**config.mk**
```make
export PLATFORM = sky130hd
export DESIGN_NAME = scan_8seg
export DESIGN_NICKNAME = d
export VERILOG_FILES = /design/src/rtl/scan_8seg_pkg.sv /design/src/rtl/seg7_font.sv /design/src/rtl/scan_8seg.sv
export SDC_FILE = /design/constraint.sdc
export NUM_CORES = 1
export LEC_CHECK = 0
export BUFFER_PORTS_ARGS = -buffer_cell sky130_fd_sc_hd__buf_2
export CAP_MARGIN = 20
export CORE_ASPECT_RATIO = 0.6
export CORE_MARGIN = 4
export CORE_UTILIZATION = 38
export CTS_CLUSTER_DIAMETER = 80
export DETAILED_ROUTE_END_ITERATION = 12
export GPL_TIMING_DRIVEN = 0
export PLACE_DENSITY = 0.59
export SYNTH_ARGS = -nofsm -noshare
export SYNTH_HDL_FRONTEND = slang
export SYNTH_SLANG_ARGS = --single-unit
export TNS_END_PERCENT = 30
```
**constraint.sdc**
```tcl
create_clock -name clk -period 5.1 [get_ports clk]
set_input_delay 0.51 -clock clk [delete_from_list [all_inputs] [get_ports clk]]
set_output_delay 0.51 -clock clk [all_outputs]
set_load 0.05 [all_outputs]
```
**src/rtl/scan_8seg_pkg.sv**
```systemverilog
// Shared constants for the multiplexed 8-segment scanner: segment font,
// counter widths and a width helper.
package scan_8seg_pkg;

  typedef logic [6:0] seg7_t;

  localparam int NIB_W = 4;
  localparam int PWM_W = 4;

  // Bit order {g,f,e,d,c,b,a}; entry 0 is the rightmost element of the literal.
  localparam logic [15:0][6:0] SEG_FONT = {
    7'h71, 7'h79, 7'h5E, 7'h39, 7'h7C, 7'h77, 7'h6F, 7'h7F,
    7'h07, 7'h7D, 7'h6D, 7'h66, 7'h4F, 7'h5B, 7'h06, 7'h3F
  };

  // Counter width for a modulus, never below one bit.
  function automatic int cnt_w(input int n);
    return (n > 1) ? $clog2(n) : 1;
  endfunction

  localparam int DEF_SLOT_W = cnt_w(1024);
  localparam int DEF_IDX_W  = cnt_w(4);

endpackage

```
**src/rtl/seg7_font.sv**
```systemverilog
// Combinational hex nibble to 7-segment pattern; no dot, no enable.
module seg7_font
  import scan_8seg_pkg::*;
(
  input  logic [NIB_W-1:0] nib,
  output seg7_t            seg
);

  assign seg = SEG_FONT[nib];

endmodule

```
**src/rtl/scan_8seg.sv**
```systemverilog
// Time-multiplexed driver for a bank of 8-segment displays with PWM
// brightness, dead-time between digits and leading-zero suppression.
module scan_8seg
  import scan_8seg_pkg::*;
#(
  parameter int DIGITS         = 4,
  parameter int SLOT_CYCLES    = 1024,
  parameter int DEAD_CYCLES    = 8,
  parameter bit SEG_ACTIVE_LOW = 1'b0,
  parameter bit DIG_ACTIVE_LOW = 1'b0
) (
  input  logic                    clk,
  input  logic                    rst,
  input  logic                    oe,
  input  logic                    load,
  input  logic [NIB_W*DIGITS-1:0] value,
  input  logic [DIGITS-1:0]       dots,
  input  logic                    blank_lz,
  input  logic [3:0]              brightness,
  output logic [7:0]              leds,
  output logic [DIGITS-1:0]       digit_en,
  output logic                    frame
);

  localparam int SLOT_W = cnt_w(SLOT_CYCLES);
  localparam int IDX_W  = cnt_w(DIGITS);

  localparam logic [SLOT_W-1:0] SLOT_LAST = SLOT_W'(SLOT_CYCLES - 1);
  localparam logic [SLOT_W-1:0] DEAD_END  = SLOT_W'(DEAD_CYCLES);
  localparam logic [IDX_W-1:0]  IDX_LAST  = IDX_W'(DIGITS - 1);

  logic [NIB_W*DIGITS-1:0] shadow_val_q, shadow_val_d;
  logic [DIGITS-1:0]       shadow_dots_q, shadow_dots_d;
  logic [NIB_W*DIGITS-1:0] disp_val_q, disp_val_d;
  logic [DIGITS-1:0]       disp_dots_q, disp_dots_d;
  logic [SLOT_W-1:0]       slot_cnt_q, slot_cnt_d;
  logic [IDX_W-1:0]        idx_q, idx_d;
  logic [PWM_W-1:0]        pwm_cnt_q, pwm_cnt_d;
  logic [7:0]              leds_q, leds_d;
  logic [DIGITS-1:0]       digit_en_q, digit_en_d;
  logic                    frame_q, frame_d;

  logic                    slot_end;
  logic                    idx_wrap;
  logic [NIB_W-1:0]        cur_nib;
  logic                    cur_dot;
  logic [DIGITS-1:0]       cur_onehot;
  logic                    upper_zero;
  logic                    cur_upper_zero;
  logic                    lz_blank;
  logic                    lit;
  seg7_t                   font_seg;

  // The display copy only refreshes as a new slot begins, so a load never
  // disturbs the digit currently on the pins; a load on that same edge wins.
  always_comb begin
    slot_end      = (slot_cnt_q == SLOT_LAST);
    idx_wrap      = slot_end && (idx_q == IDX_LAST);
    shadow_val_d  = load ? value : shadow_val_q;
    shadow_dots_d = load ? dots  : shadow_dots_q;
    disp_val_d    = slot_end ? shadow_val_d  : disp_val_q;
    disp_dots_d   = slot_end ? shadow_dots_d : disp_dots_q;
    slot_cnt_d    = slot_end ? '0 : slot_cnt_q + 1'b1;
    idx_d         = idx_q;
    if (slot_end) begin
      idx_d = idx_wrap ? '0 : idx_q + 1'b1;
    end
    pwm_cnt_d     = pwm_cnt_q + 1'b1;
  end

  // Walk from the most significant digit down so upper_zero means
  // "this digit and every digit above it is zero".
  always_comb begin
    cur_nib        = '0;
    cur_dot        = 1'b0;
    cur_onehot     = '0;
    upper_zero     = 1'b1;
    cur_upper_zero = 1'b0;
    for (int i = DIGITS - 1; i >= 0; i--) begin
      upper_zero = upper_zero && (disp_val_q[NIB_W*i +: NIB_W] == '0);
      if (idx_q == IDX_W'(i)) begin
        cur_nib        = disp_val_q[NIB_W*i +: NIB_W];
        cur_dot        = disp_dots_q[i];
        cur_onehot[i]  = 1'b1;
        cur_upper_zero = upper_zero;
      end
    end
  end

  seg7_font u_font (
    .nib (cur_nib),
    .seg (font_seg)
  );

  always_comb begin
    lz_blank   = blank_lz && (idx_q != '0) && cur_upper_zero;
    lit        = (slot_cnt_q >= DEAD_END) && (pwm_cnt_q <= brightness) && oe;
    leds_d     = '0;
    digit_en_d = '0;
    if (lit) begin
      leds_d     = {cur_dot, lz_blank ? 7'h00 : font_seg};
      digit_en_d = cur_onehot;
    end
    frame_d    = idx_wrap;
  end

  always_ff @(posedge clk) begin
    if (rst) begin
      shadow_val_q  <= '0;
      shadow_dots_q <= '0;
      disp_val_q    <= '0;
      disp_dots_q   <= '0;
      slot_cnt_q    <= '0;
      idx_q         <= '0;
      pwm_cnt_q     <= '0;
      leds_q        <= '0;
      digit_en_q    <= '0;
      frame_q       <= 1'b0;
    end else begin
      shadow_val_q  <= shadow_val_d;
      shadow_dots_q <= shadow_dots_d;
      disp_val_q    <= disp_val_d;
      disp_dots_q   <= disp_dots_d;
      slot_cnt_q    <= slot_cnt_d;
      idx_q         <= idx_d;
      pwm_cnt_q     <= pwm_cnt_d;
      leds_q        <= leds_d;
      digit_en_q    <= digit_en_d;
      frame_q       <= frame_d;
    end
  end

  // Pin polarity is applied after the register so reset drives the idle level.
  assign leds     = leds_q ^ {8{SEG_ACTIVE_LOW}};
  assign digit_en = digit_en_q ^ {DIGITS{DIG_ACTIVE_LOW}};
  assign frame    = frame_q;

endmodule

```
; ---- Yosys cells after proc, flatten, opt, wreduce, memory -nomap -nowiden
; Memory sizes are Yosys's and may differ from the RTL's. A register that Yosys moved wholly into a read port is not among the register bits.
; Cells that the tools add are included.
; Widths: inputs -> output; s select.
[totals]
mem_count = 1
romBits = 112
elab_cells = 57
in_bits = 29
ff_bits = 62
output_inout_bits = 13
[memory_table]
columns = name, words, word_bits, rd, rd_ports_with_merged_regs, write_ports, line
row1 = (name not given), 16, 7, 1, 1, 0, seg7_font.sv:9  ; assign seg = SEG_FONT[nib];
[classes]
mux = 19
eq_ne = 4
n_reduce_logical = 17
add_sub_neg = 3
order_cmp = 2
n_bitwise = 1
[op_table]
columns = op, count
row1 = $mux 4, 5
row2 = $logic_not 4->1, 4
row3 = $mux 16, 1
row4 = $mux 1, 12
row5 = $add 10x1->10 const B, 1
row6 = $eq 10x10->1 const B, 1
row7 = $ge 10x4->1 const B, 1
row8 = $logic_and 1x1->1, 8
row9 = $add 4x1->4 const B, 1
row10 = $eq 2x2->1 const B, 2
row11 = $le 4x4->1, 1
row12 = $reduce_or 2->1, 2
row13 = $reduce_or 3->1, 1
row14 = $add 2x1->2 const B, 1
row15 = $eq 2x1->1 const B, 1
row16 = $logic_not 2->1, 1
row17 = $mux 2, 1
row18 = $reduce_bool 2->1, 1
row19 = $not 1->1, 1

; ---- Depth between registers and ports, before layout
; Gate-level depths: netlist of run 1.
[depth]
ltp_word = 7
depth_mapped = 11
ltp_nobuf = 10

; ---- By module
; Synthesis of run 1 repeated with hierarchy kept, for this count alone.
[hier_totals]
hier_cells = 344
hier_area_um2 = 3135.5
[by_module_without_submodules]
columns = module, cells_each, instances, seq_area_each_um2, area_each_um2
row1 = scan_8seg, 311, 1, 1381.3, 2847.7
row2 = seg7_font, 33, 1, 0.0, 287.8

; ---- Worst setup path after synthesis of run 1
; Ideal clock, no wire load.
[synth_path]
kind = reg2reg
from = reg idx_q[0]
to = reg leds_q[0] (netlist: leds[0])
setup_time_ns = 0.066
t_arrival_ns = 2.043
required_time_ns = 5.034
stages_incl_launch_ff = 12
slack_ns = 2.990
period_less_slack_ns = 2.110
path_buffers = 1
cell_sequence = dfxtp_1 > inv_1 > ha_1 > buf_6 > a21oi_1 > o21ai_0 > a22oi_1 > inv_1 > ha_1 > nand3b_1 > o221ai_1 > nor2b_1
[synth_via]
elab_chain_len = 7
elab_cells_between_ends = 16
classes_between = eq/ne: 3 / mux: 8 / reduce/logical: 5
[synth_lines]
columns = element, line
row1 = start: declaration, scan_8seg.sv:37  ; logic [IDX_W-1:0] idx_q, idx_d;
row2 = start signal: assignment, scan_8seg.sv:125  ; idx_q <= idx_d;
row3 = $eq 2x2->1, scan_8seg.sv:81  ; if (idx_q == IDX_W'(i)) begin
row4 = $mux 1 (4 in series), scan_8seg.sv:81
row5 = $logic_and 1x1->1, scan_8seg.sv:96  ; lz_blank = blank_lz && (idx_q != '0) && cur_upper_zero;
row6 = $reduce_or 3->1 (no source line), n/a
row7 = end: declaration, scan_8seg.sv:39  ; logic [7:0] leds_q, leds_d;
; Parallel ways exist; a longest one is shown, timed or not.
; A chain may end at the register's enable or synchronous reset.

; ---- Worst setup path in the final report of run 1
[layout_path]
from = reg idx_q[1]
to = reg leds_q[0] (netlist: leds[0])
; The elaborated chain is that of the path after synthesis.

==> results of run 1 <==
placed cells by master (no fill, tap or decap), types with 4 or more instances in the layout:
cell | netlist | final
nor2_1 | 42 | 42
xor2_1 | 6 | 6
nand3_1 | 6 | 6
nor3b_1 | 4 | 4
clkbuf_16 | 0 | 9
xnor2_1 | 4 | 4
ha_1 | 18 | 18
dfxtp_1 | 69 | 69
nand2_1 | 10 | 10
buf_2 | 4 | 43
clkbuf_1 | 8 | 9
mux2i_1 | 28 | 28
nand2b_1 | 4 | 4
nand3b_1 | 6 | 6
and3_1 | 6 | 6
inv_1 | 15 | 15
o22ai_1 | 4 | 4
o22a_1 | 20 | 20
a21oi_1 | 8 | 8
power by group through the flow:
stage | clock network [mW] | registers (mW) | logic, mW
2_1_floorplan | 0 | 0.569 | 0.0389
3_3_place_gp | 0 | 0.570 | 0.0594
3_5_place_dp | 0 | 0.570 | 0.0611
4_1_cts | 0.669 | 0.559 | 0.0616
5_1_grt | 0.691 | 0.560 | 0.0689
6_report | 0.651 | 0.559 | 0.0603
metal layers:
metal,routed length [um],share of wire [%]
met5,0,0
met4,48,0.76
met3,412,6.5
met2,2332,37
met1,3542,56
critical path: stages (launching register included):
cell and delay (ns):
dfxtp_1 0.38, inv_1 0.08, ha_1 0.23, buf_2 0.20, a21oi_1 0.11, o21ai_0 0.11, a22oi_1 0.47, inv_1 0.20
ha_1 0.27, nand3b_1 0.17, o221ai_1 0.09, nor2b_1 0.16
worst max-delay path by stage:
stage / end / slack [ns] / cells after the start / from
after global placement: leds[0] / 2.62 / 11 / idx_q[0]
after CTS: leds[0] / 2.52 / 11 / idx_q[1]
after global routing: leds[0] / 2.33 / 11 / idx_q[0]
after floorplan: leds[0] / 2.99 / 11 / idx_q[0]
final: leds[0] / 2.55 / 11 / idx_q[1]
after detailed placement: leds[0] / 2.55 / 11 / idx_q[0]
kinds of logic after synthesis:
logic type / after synthesis
and+or+nand+nor: 93
DFF: 69
AOI/OAI and AO/OA: 49
buffers and inverters: 30
muxes: 28
adders and majority gates: 18
xor gates and xnor gates: 10
layout make-up:
class	instances	share of cell area (%)
Timing Repair Buffer	39	5.405
Inverter	15	1.559
Clock buffer	10	6.341
Clock inverter	6	2.426
Sequential cell	69	38.25
Multi-Input combinational cell	198	40.30
Buffer	15	2.114
Tap cell	104	3.604
per-stage QoR:
stage	total power, mW	std cells	utilization, %	hold WS (ns)	instance area (sq um)
5_1_grt	1.321	456	48.68	0.4952	3611
4_1_cts	1.289	456	48.68	0.4660	3611
3_3_place_gp	0.6293	440	44.42	0.4415	3294
2_1_floorplan	0.6081	297	-	0.4297	2969
3_5_place_dp	0.6316	440	44.42	0.4561	3294
6_report	1.270	456	48.68	0.4668	3611
flip-flops by register name, indices dropped and copies added (netlist names):
signal / flops
disp_val_q: 16
shadow_val_q: 16
slot_cnt_q: 10
leds: 8
digit_en: 4
disp_dots_q: 4
pwm_cnt_q: 4
shadow_dots_q: 4
idx_q: 2
frame: 1
==> results.tsv, run 1 <==
stage	metric	value	unit
logic_synthesis	XOR/XNOR Fraction of Synth Area	2.950	%
place	IO buf count	39	
cts	Num CTS Buffers	9	
place	routability congestion estimate	0.8086	
place	final HPWL from detailed placement	4750	um
cts	CTS tree	yes	
critical_path	Worst Path Arrival	2.81	ns
run	max-cap violation count	0	
critical_path	R2R cell count	11	
cts	CTS max path bufs	2	
cts	# H-tree levels	3	
logic_synthesis	Post-synth EDFFs	0	
global_route	met3 Use GR	5.045	%
final_layout	Fillers	722	
critical_path	CP max FO	10	
detailed_routing	drt first pass iters	4	
final_layout	multi-input logic area	0.001455	sq mm
cts	quantity of gates resized following cts	0	
logic_synthesis	Yosys cell types	42	
timing	Period Utilization, post-route	50.03	%
logic_synthesis	post-synth top area cell	dfxtp_1	
detailed_routing	DRC viols	0	
floorplan	Chip Width	122.1	um
logic_synthesis	synthesized cell area	0.002969	sq mm
global_route	first-pass GRT wire length	10610	um
detailed_routing	Vias	2237	
global_route	met2 Use GR	18.94	%
outcome	outcome	complete, no violations	
logic_synthesis	Area contributors post-synth	dfxtp_1 47%, mux2i_1 9.4%, ha_1 7.6%, o22a_1 5.9%, nor2_1 5.3%	
critical_path	FF-to-FF End	leds[0]	
place	Place WS	2.546	ns
min_path	hold path depth	1	
floorplan	Ports	42	
timing	post-layout min period	2.551	ns
min_path	worst hold start	slot_cnt_q[0]	
global_route	global routing's busiest layer	met1	
floorplan	Core ar.	0.007417	sq mm
power	Net Sw Frac	20.65	%
timing	setup TNS	0	ns
global_route	Overflow after GRT	0	
detailed_routing	Avg WL per Cell	13.89	um
final_layout	register area	0.001381	sq mm
power	P_sw	0.2622	mW
logic_synthesis	most numerous cell in the Yosys netlist	dfxtp_1	
logic_synthesis	Post-Synth Simple-Gate Area	15.68	%
detailed_routing	initial DRC count	115	
global_route	vias in the first global route	2115	
global_route	M1 GR Usage	22.07	%
cts	Root Driver	clkbuf_16	
power	Peak supply drop	0.1828	mV
logic_synthesis	Synth Area in Adders	7.585	%
cts	Hold Buf Count CTS	0	
timing	skew final	0.004290	ns
cts	Clock Latency Late Sink	0.33	ns
timing	unrepaired setup endpoints after global routing	false	
final_layout	Ant. Diodes	0	
logic_synthesis	Net Count, Synth	344	
cts	sink count of the clock tree	69	
timing	actual slew at the worst max-slew pin	0.5761	ns
critical_path	WS Path Type	reg2reg	
floorplan	die footprint	0.009338	sq mm
min_path	worst hold endpoint	slot_cnt_q[0]	
logic_synthesis	ys flop type	dfxtp_1	
logic_synthesis	Syn. warnings	0	
floorplan	Initial Utilization	40.03	%
timing	Max Transition Viols Final	0	
floorplan	Rows	24	
final_layout	share of post-route cells with drive strength above 1	19.03	%
logic_synthesis	Seq/Total Area, Yosys	46.52	%
detailed_routing	WL final	6335	um
timing	max_slew headroom	61.59	%
logic_synthesis	Synth Area in Compound Gates	13.36	%
timing	maximum clock rate	0.3920	GHz
timing	Hold Violations, Final	0	
global_route	Total GRT Usage	14.66	%
power	Clk network pwr share	51.2	%
detailed_routing	Final ANT Viol Nets	0	
logic_synthesis	Yosys top cell area share	46.52	%
power	leakage power	1.682	nW
critical_path	R2R setup slack	2.55	ns
timing	setup ws final	2.549	ns
logic_synthesis	Commonest cells post-synth	69 x dfxtp_1, 42 x nor2_1, 28 x mux2i_1	
final_layout	Syn-to-layout area delta	21.62	%
detailed_routing	vias per cell	4.906	
critical_path	critical path capture point type	register	
min_path	Hold WC Path Type	reg2reg	
logic_synthesis	Synth Area per Inst	9.997	sq um
logic_synthesis	Syn Inst Count	297	
critical_path	worst flop-to-flop path startpoint	idx_q[1]	
global_route	pin count of the biggest net entering global routing	13	
cts	postcts setup bufs	0	
logic_synthesis	mux share of post-synthesis cell area	9.440	%
logic_synthesis	asr flop ratio synth	0	%
critical_path	CP Data Required Time	5.36	ns
power	Combinational Power Share	4.8	%
floorplan	Die H	76.47	um
final_layout	nets@finish	394	
global_route	antenna violations before repair	0	
power	internal power	1.007	mW
logic_synthesis	Yosys reg bits	69	
critical_path	type of origin of the critical path	register	
power	Pwr Density	351.6	mW/mm^2
timing	final setup vio count	0	
logic_synthesis	main combinational cell family by area after synthesis	simple AND/OR/NAND/NOR gates	
power	Seq pwr share	44.0	%
cts	Clk pin slew, worst setup/hold paths	0.06	ns
(Power assumes the default switching activity.)
==> run 2, diff against run 1 <==
- clock period: 5.1 -> 2.35 ns (I/O delays scaled with it)
==> run 2 against run 1 <==
Global-route usage grew 0.11 points. Clock power grew 120%. Maximum frequency grew 16%. Count of clock-buffer cells in the layout is the same. Clock skew is essentially flat. First-iteration DRC count grew 13%. Sequential share of layout area shrank 0.44 points. Routed wire length grew 1.5%. Worst setup slack lost 2.4 ns. Design area grew 1.4%. Non-clock buffer count grew 3. Die area is the same. Largest cell class unchanged. Largest power group unchanged.
==> results.tsv, run 2 (synthesis results as in run 1) <==
stage	metric	value	unit	change
power	Peak supply drop	0.3968	mV	+120%
global_route	antenna violations before repair	0		unchanged
global_route	first-pass GRT wire length	10680	um	+0.72%
cts	CTS tree	yes		
timing	Period Utilization, post-route	93.28	%	+43 points
global_route	Overflow after GRT	0		unchanged
critical_path	WS Path Type	reg2reg		
place	IO buf count	39		unchanged
timing	Hold WS	0.2007	ns	-0.2661 ns
final_layout	largest registers	disp_val_q x16, shadow_val_q x16, slot_cnt_q x10		
detailed_routing	Avg WL per Cell	14.00	um	+0.79%
power	leakage power	1.700	nW	+1.0%
cts	CTS max path bufs	2		unchanged
floorplan	Rows	24		unchanged
critical_path	Worst path depth	9		-2
final_layout	share of post-route cells with drive strength above 1	21.13	%	+2.1 points
floorplan	Ports	42		unchanged
final_layout	Ant. Diodes	0		unchanged
min_path	Hold WC Path Type	in2reg		
final_layout	Final Non-Filler Cells	459		+0.66%
outcome	outcome	complete, no violations		
timing	Hold Violations, Final	0		unchanged
final_layout	commonest cells after routing, fill and taps aside	67 x dfxtp_1, 43 x buf_2, 42 x nor2_1		
detailed_routing	DRC viols	0		unchanged
detailed_routing	Vias	2224		-0.58%
critical_path	CP Data Required Time	2.59	ns	-2.77 ns
critical_path	type of origin of the critical path	register		
run	max-cap violation count	0		unchanged
timing	actual slew at the worst max-slew pin	0.5367	ns	-0.03947 ns
place	final HPWL from detailed placement	4750	um	unchanged
critical_path	Worst Path Arrival	2.43	ns	-0.38 ns
final_layout	commonest non-fill, non-tap cell in the layout	dfxtp_1		
timing	maximum clock rate	0.4562	GHz	+16%
detailed_routing	initial DRC count	130		+13%
cts	Num CTS Buffers	9		unchanged
critical_path	Slowest-stage cell, CP	nor3b_1		
critical_path	delay of the slowest critical-path stage	0.37	ns	-0.10 ns
detailed_routing	drt first pass iters	4		unchanged
place	routability congestion estimate	0.8086		unchanged
detailed_routing	Final ANT Viol Nets	0		unchanged
detailed_routing	vias per cell	4.845		-1.2%
min_path	hold path depth	3		+2
timing	post-layout min period	2.192	ns	-0.3591 ns
floorplan	Initial Utilization	40.03	%	unchanged
power	Pwr Density	753.1	mW/mm^2	+110%
floorplan	Chip Width	122.1	um	unchanged
global_route	vias in the first global route	2128		+0.61%
timing	skew final	0.004152	ns	-0.0001388 ns
critical_path	Buf+Inv Stages, Crit Path	3		unchanged
timing	unrepaired setup endpoints after global routing	false		
power	Seq pwr share	44.0	%	about the same
critical_path	crit-path most repeated cell	ha_1		
detailed_routing	WL final	6427	um	+1.5%
cts	Hold Buf Count CTS	0		unchanged
critical_path	critical path capture point type	register		
cts	Clock Latency Late Sink	0.33	ns	about the same
final_layout	nets@finish	397		+0.76%
global_route	pin count of the biggest net entering global routing	13		unchanged
floorplan	die footprint	0.009338	sq mm	unchanged
timing	setup TNS	0	ns	unchanged
place	Post-DP Area	0.003294	sq mm	unchanged
power	internal power	2.186	mW	+120%
power	Net Sw Frac	20.67	%	+0.024 points
final_layout	finished layout cell area	0.003660	sq mm	+1.4%
timing	max_slew headroom	64.22	%	+2.6 points
power	Combinational Power Share	4.8	%	about the same
cts	# H-tree levels	3		unchanged
final_layout	Syn-to-layout area delta	23.26	%	
cts	sink count of the clock tree	69		unchanged
critical_path	CP top delay family	adder cells		
power	P_sw	0.5698	mW	+120%
critical_path	CP max FO	10		unchanged
place	DP Cell Count	440		unchanged
cts	Clk pin slew, worst setup/hold paths	0.06	ns	about the same
power	total power	2.756	mW	+120%
timing	final setup vio count	0		unchanged
timing	Max Transition Viols Final	0		unchanged
global_route	Total GRT Usage	14.77	%	+0.11 points
floorplan	Core ar.	0.007417	sq mm	unchanged
power	Clk network pwr share	51.2	%	about the same
cts	Root Driver	clkbuf_16		
critical_path	worst-path cell chain	inv_1 > ha_1 > buf_2 > nor3b_1 > a221oi_4 > buf_4 > ha_1 > nand2b_1 > a311oi_1		
floorplan	Die H	76.47	um	unchanged
critical_path	R2R cell count	9		-2
-- run 2: changes by cell type in the layout (fill, tap and decap cells not counted) --
cell      previous run  this run
a211oi_1             3         2
a211oi_2             0         1
a221oi_2             3         2
a221oi_4             0         1
a22oi_1              1         0
a22oi_2              0         1
buf_4                2         5
dfxtp_1             69        67
dfxtp_2              0         2
ha_1                18        17
ha_2                 0         1
-- run 2: worst paths after layout --
kind | start | to | slack (ns)
worst max-delay path | idx_q[1] | leds[1] | 0.16
worst min-delay path | value[2] | shadow_val_q[2] | 0.20
worst max register to register | idx_q[1] | leds[1] | 0.16
worst min register to register | slot_cnt_q[0] | slot_cnt_q[0] | 0.47
-- run 2: per-stage QoR --
stage / setup slack [ns] / utilization, %
floorplan: 0.2401 / -
finish: 0.1578 / 49.34
global placement: -0.1344 / 44.42
CTS: 0.02270 / 49.11
detailed placement: -0.2039 / 44.42
global route: 0.006637 / 49.34
-- run 2: metal layers --
| layer | vias to the layer above | part of all wire [%] | wire length, um | track usage [%] |
|---|---|---|---|---|
| li1 | 1153 | - | - | - |
| met1 | 1021 | 56 | 3620 | 22.20 |
| met2 | 46 | 38 | 2438 | 19.16 |
| met3 | 4 | 5.3 | 340 | 5.045 |
| met4 | 0 | 0.42 | 27 | 5.028 |
| met5 | - | 0 | 0 | 0 |
-- run 2: area by class of cell --
| class | instances | area [sq um] |
|---|---|---|
| clock buffer | 10 | 229.0 |
| clock inverter | 6 | 87.58 |
| multi-input combinational | 198 | 1479 |
| inverter | 15 | 56.30 |
| fill | 714 | 3757 |
| timing repair buffer | 42 | 217.7 |
| buffer | 15 | 76.32 |
| sequential | 69 | 1384 |
| tap | 104 | 130.1 |
-- run 2: power groups by stage --
stage / Clock (mW) / Sequential (mW) / Combinational [mW]
after global placement: 0 / 1.24 / 0.129
after floorplan: 0 / 1.24 / 0.0843
after CTS: 1.45 / 1.21 / 0.134
after global routing: 1.50 / 1.22 / 0.150
final: 1.41 / 1.21 / 0.131
after detailed placement: 0 / 1.24 / 0.133
-- run 2: timing repair --
item | CTS | global route
setup buffers | 2 | 1
resized for setup | 2 | 4
endpoints found under the setup margin | 6 | 7
pin swaps | 2 | 1
-- run 2: worst register-to-register path: stages, from the launching register on --
cell      delay (ns)
dfxtp_2         0.33
inv_1           0.08
ha_1            0.23
buf_2           0.26
nor3b_1         0.37
a221oi_4        0.08
buf_4           0.16
ha_1            0.29
nand2b_1        0.06
a311oi_1        0.24
==> run 3, diff against run 2 <==
- RECOVER_POWER: not set -> 50
==> run 3 against run 2 <==
Count of clock-buffer cells in the layout is the same. First-iteration DRC count up 8.5%. Maximum frequency about the same. Worst setup slack better by 0.00084 ns. Clock power about the same. Combinational power about the same. Design area down 0.44%. Clock skew is essentially flat. Largest cell class unchanged.
==> results.tsv, run 3 (synthesis results as in run 1) <==
stage	metric	value	unit	change
critical_path	R2R cell count	9		unchanged
timing	Hold WS	0.2011	ns	+0.0004900 ns
timing	max_slew headroom	59.44	%	-4.8 points
timing	setup TNS	0	ns	unchanged
detailed_routing	Vias	2223		-0.045%
power	Seq pwr share	44.0	%	about the same
run	max-cap violation count	0		unchanged
timing	post-layout min period	2.191	ns	-0.0008350 ns
final_layout	commonest cells after routing, fill and taps aside	67 x dfxtp_1, 42 x nor2_1, 30 x buf_2		
floorplan	Ports	42		unchanged
cts	Clock Latency Late Sink	0.33	ns	about the same
floorplan	Initial Utilization	40.03	%	unchanged
global_route	vias in the first global route	2128		unchanged
cts	CTS tree	yes		
global_route	antenna violations before repair	0		unchanged
power	leakage power	1.642	nW	-3.4%
floorplan	Die H	76.47	um	unchanged
detailed_routing	Final ANT Viol Nets	0		unchanged
critical_path	WS Path Type	reg2reg		
detailed_routing	Avg WL per Cell	14.02	um	+0.11%
timing	Max Transition Viols Final	0		unchanged
outcome	outcome	complete, no violations		
detailed_routing	initial DRC count	141		+8.5%
timing	unrepaired setup endpoints after global routing	false		
detailed_routing	drt first pass iters	4		unchanged
final_layout	share of post-route cells with drive strength above 1	17.46	%	-3.7 points
cts	Clk pin slew, worst setup/hold paths	0.06	ns	about the same
final_layout	largest registers	disp_val_q x16, shadow_val_q x16, slot_cnt_q x10		
global_route	Overflow after GRT	0		unchanged
cts	CTS max path bufs	2		unchanged
timing	Period Utilization, post-route	93.25	%	about the same
detailed_routing	DRC viols	0		unchanged
place	IO buf count	39		unchanged
power	internal power	2.186	mW	about the same
cts	Num CTS Buffers	9		unchanged
final_layout	Syn-to-layout area delta	22.71	%	
power	Pwr Density	756.3	mW/mm^2	+0.42%
power	Clk network pwr share	51.2	%	about the same
power	Combinational Power Share	4.8	%	about the same
critical_path	CP Data Required Time	2.59	ns	about the same
cts	Root Driver	clkbuf_16		
final_layout	nets@finish	397		unchanged
timing	final setup vio count	0		unchanged
global_route	first-pass GRT wire length	10680	um	unchanged
critical_path	type of origin of the critical path	register		
floorplan	Chip Width	122.1	um	unchanged
floorplan	Rows	24		unchanged
place	routability congestion estimate	0.8086		unchanged
global_route	pin count of the biggest net entering global routing	13		unchanged
timing	skew final	0.004237	ns	+0.00008576 ns
global_route	Total GRT Usage	14.77	%	unchanged
cts	sink count of the clock tree	69		unchanged
place	Post-DP Area	0.003294	sq mm	unchanged
final_layout	Ant. Diodes	0		unchanged
critical_path	Worst Path Arrival	2.43	ns	about the same
cts	# H-tree levels	3		unchanged
timing	actual slew at the worst max-slew pin	0.6110	ns	+0.07432 ns
timing	Hold Violations, Final	0		unchanged
power	Peak supply drop	0.3965	mV	about the same
power	Net Sw Frac	20.66	%	about the same
floorplan	die footprint	0.009338	sq mm	unchanged
min_path	hold path depth	3		unchanged
detailed_routing	WL final	6434	um	+0.11%
detailed_routing	vias per cell	4.843		about the same
power	P_sw	0.5692	mW	-0.11%
critical_path	critical path capture point type	register		
min_path	Hold WC Path Type	in2reg		
final_layout	commonest non-fill, non-tap cell in the layout	dfxtp_1		
critical_path	CP max FO	10		unchanged
place	final HPWL from detailed placement	4750	um	unchanged
cts	Hold Buf Count CTS	0		unchanged
final_layout	finished layout cell area	0.003643	sq mm	-0.44%
floorplan	Core ar.	0.007417	sq mm	unchanged
timing	maximum clock rate	0.4563	GHz	about the same
==> run 3: worst paths after layout <==
path	startpoint	slack, ns	endpoint
min reg2reg	slot_cnt_q[0]	0.47	slot_cnt_q[0]
max reg2reg	idx_q[1]	0.16	leds[1]
max	idx_q[1]	0.16	leds[1]
min	value[2]	0.20	shadow_val_q[2]
==> run 3: metrics by stage <==
| stage | setup slack (ns) | power [mW] | utilization, % | cells |
|---|---|---|---|---|
| detailed placement | -0.2039 | 1.371 | 44.42 | 440 |
| global route | 0.006637 | 2.866 | 49.12 | 459 |
| global placement | -0.1344 | 1.366 | 44.42 | 440 |
| finish | 0.1586 | 2.756 | 49.12 | 459 |
| floorplan | 0.2401 | 1.320 | - | 297 |
| CTS | 0.02270 | 2.798 | 49.11 | 458 |
==> run 3: layer usage <==
metal  track usage (%)  wire, um
met5                 0         0
met4             5.028        27
met3             5.045       407
met2             19.16      2424
met1             22.20      3575
==> run 3: power groups by stage <==
stage	Clock (mW)	Sequential, mW	Combinational [mW]
global route	1.50	1.22	0.149
floorplan	0	1.24	0.0843
detailed placement	0	1.24	0.133
finish	1.41	1.21	0.131
global placement	0	1.24	0.129
CTS	1.45	1.21	0.134
==> run 3: area by class of cell <==
type	instances	area [sq um]
buffer	15	76.32
inverter	15	56.30
multi-input combinational	198	1479
tap	104	130.1
clock inverter	6	87.58
sequential	69	1384
timing repair buffer	42	201.4
fill	715	3774
clock buffer	10	229.0
==> run 3: repair_timing <==
action                     in CTS  in global routing
pin swaps                       2                  1
gates resized for setup         2                  4
setup endpoints to repair       6                  7
setup buffers                   2                  1
==> run 3: critical path, stage by stage, from the launching register on <==
cell	delay [ns]
dfxtp_2	0.33
inv_1	0.08
ha_1	0.23
buf_2	0.26
nor3b_1	0.37
a221oi_4	0.08
buf_4	0.16
ha_1	0.29
nand2b_1	0.06
a311oi_1	0.24
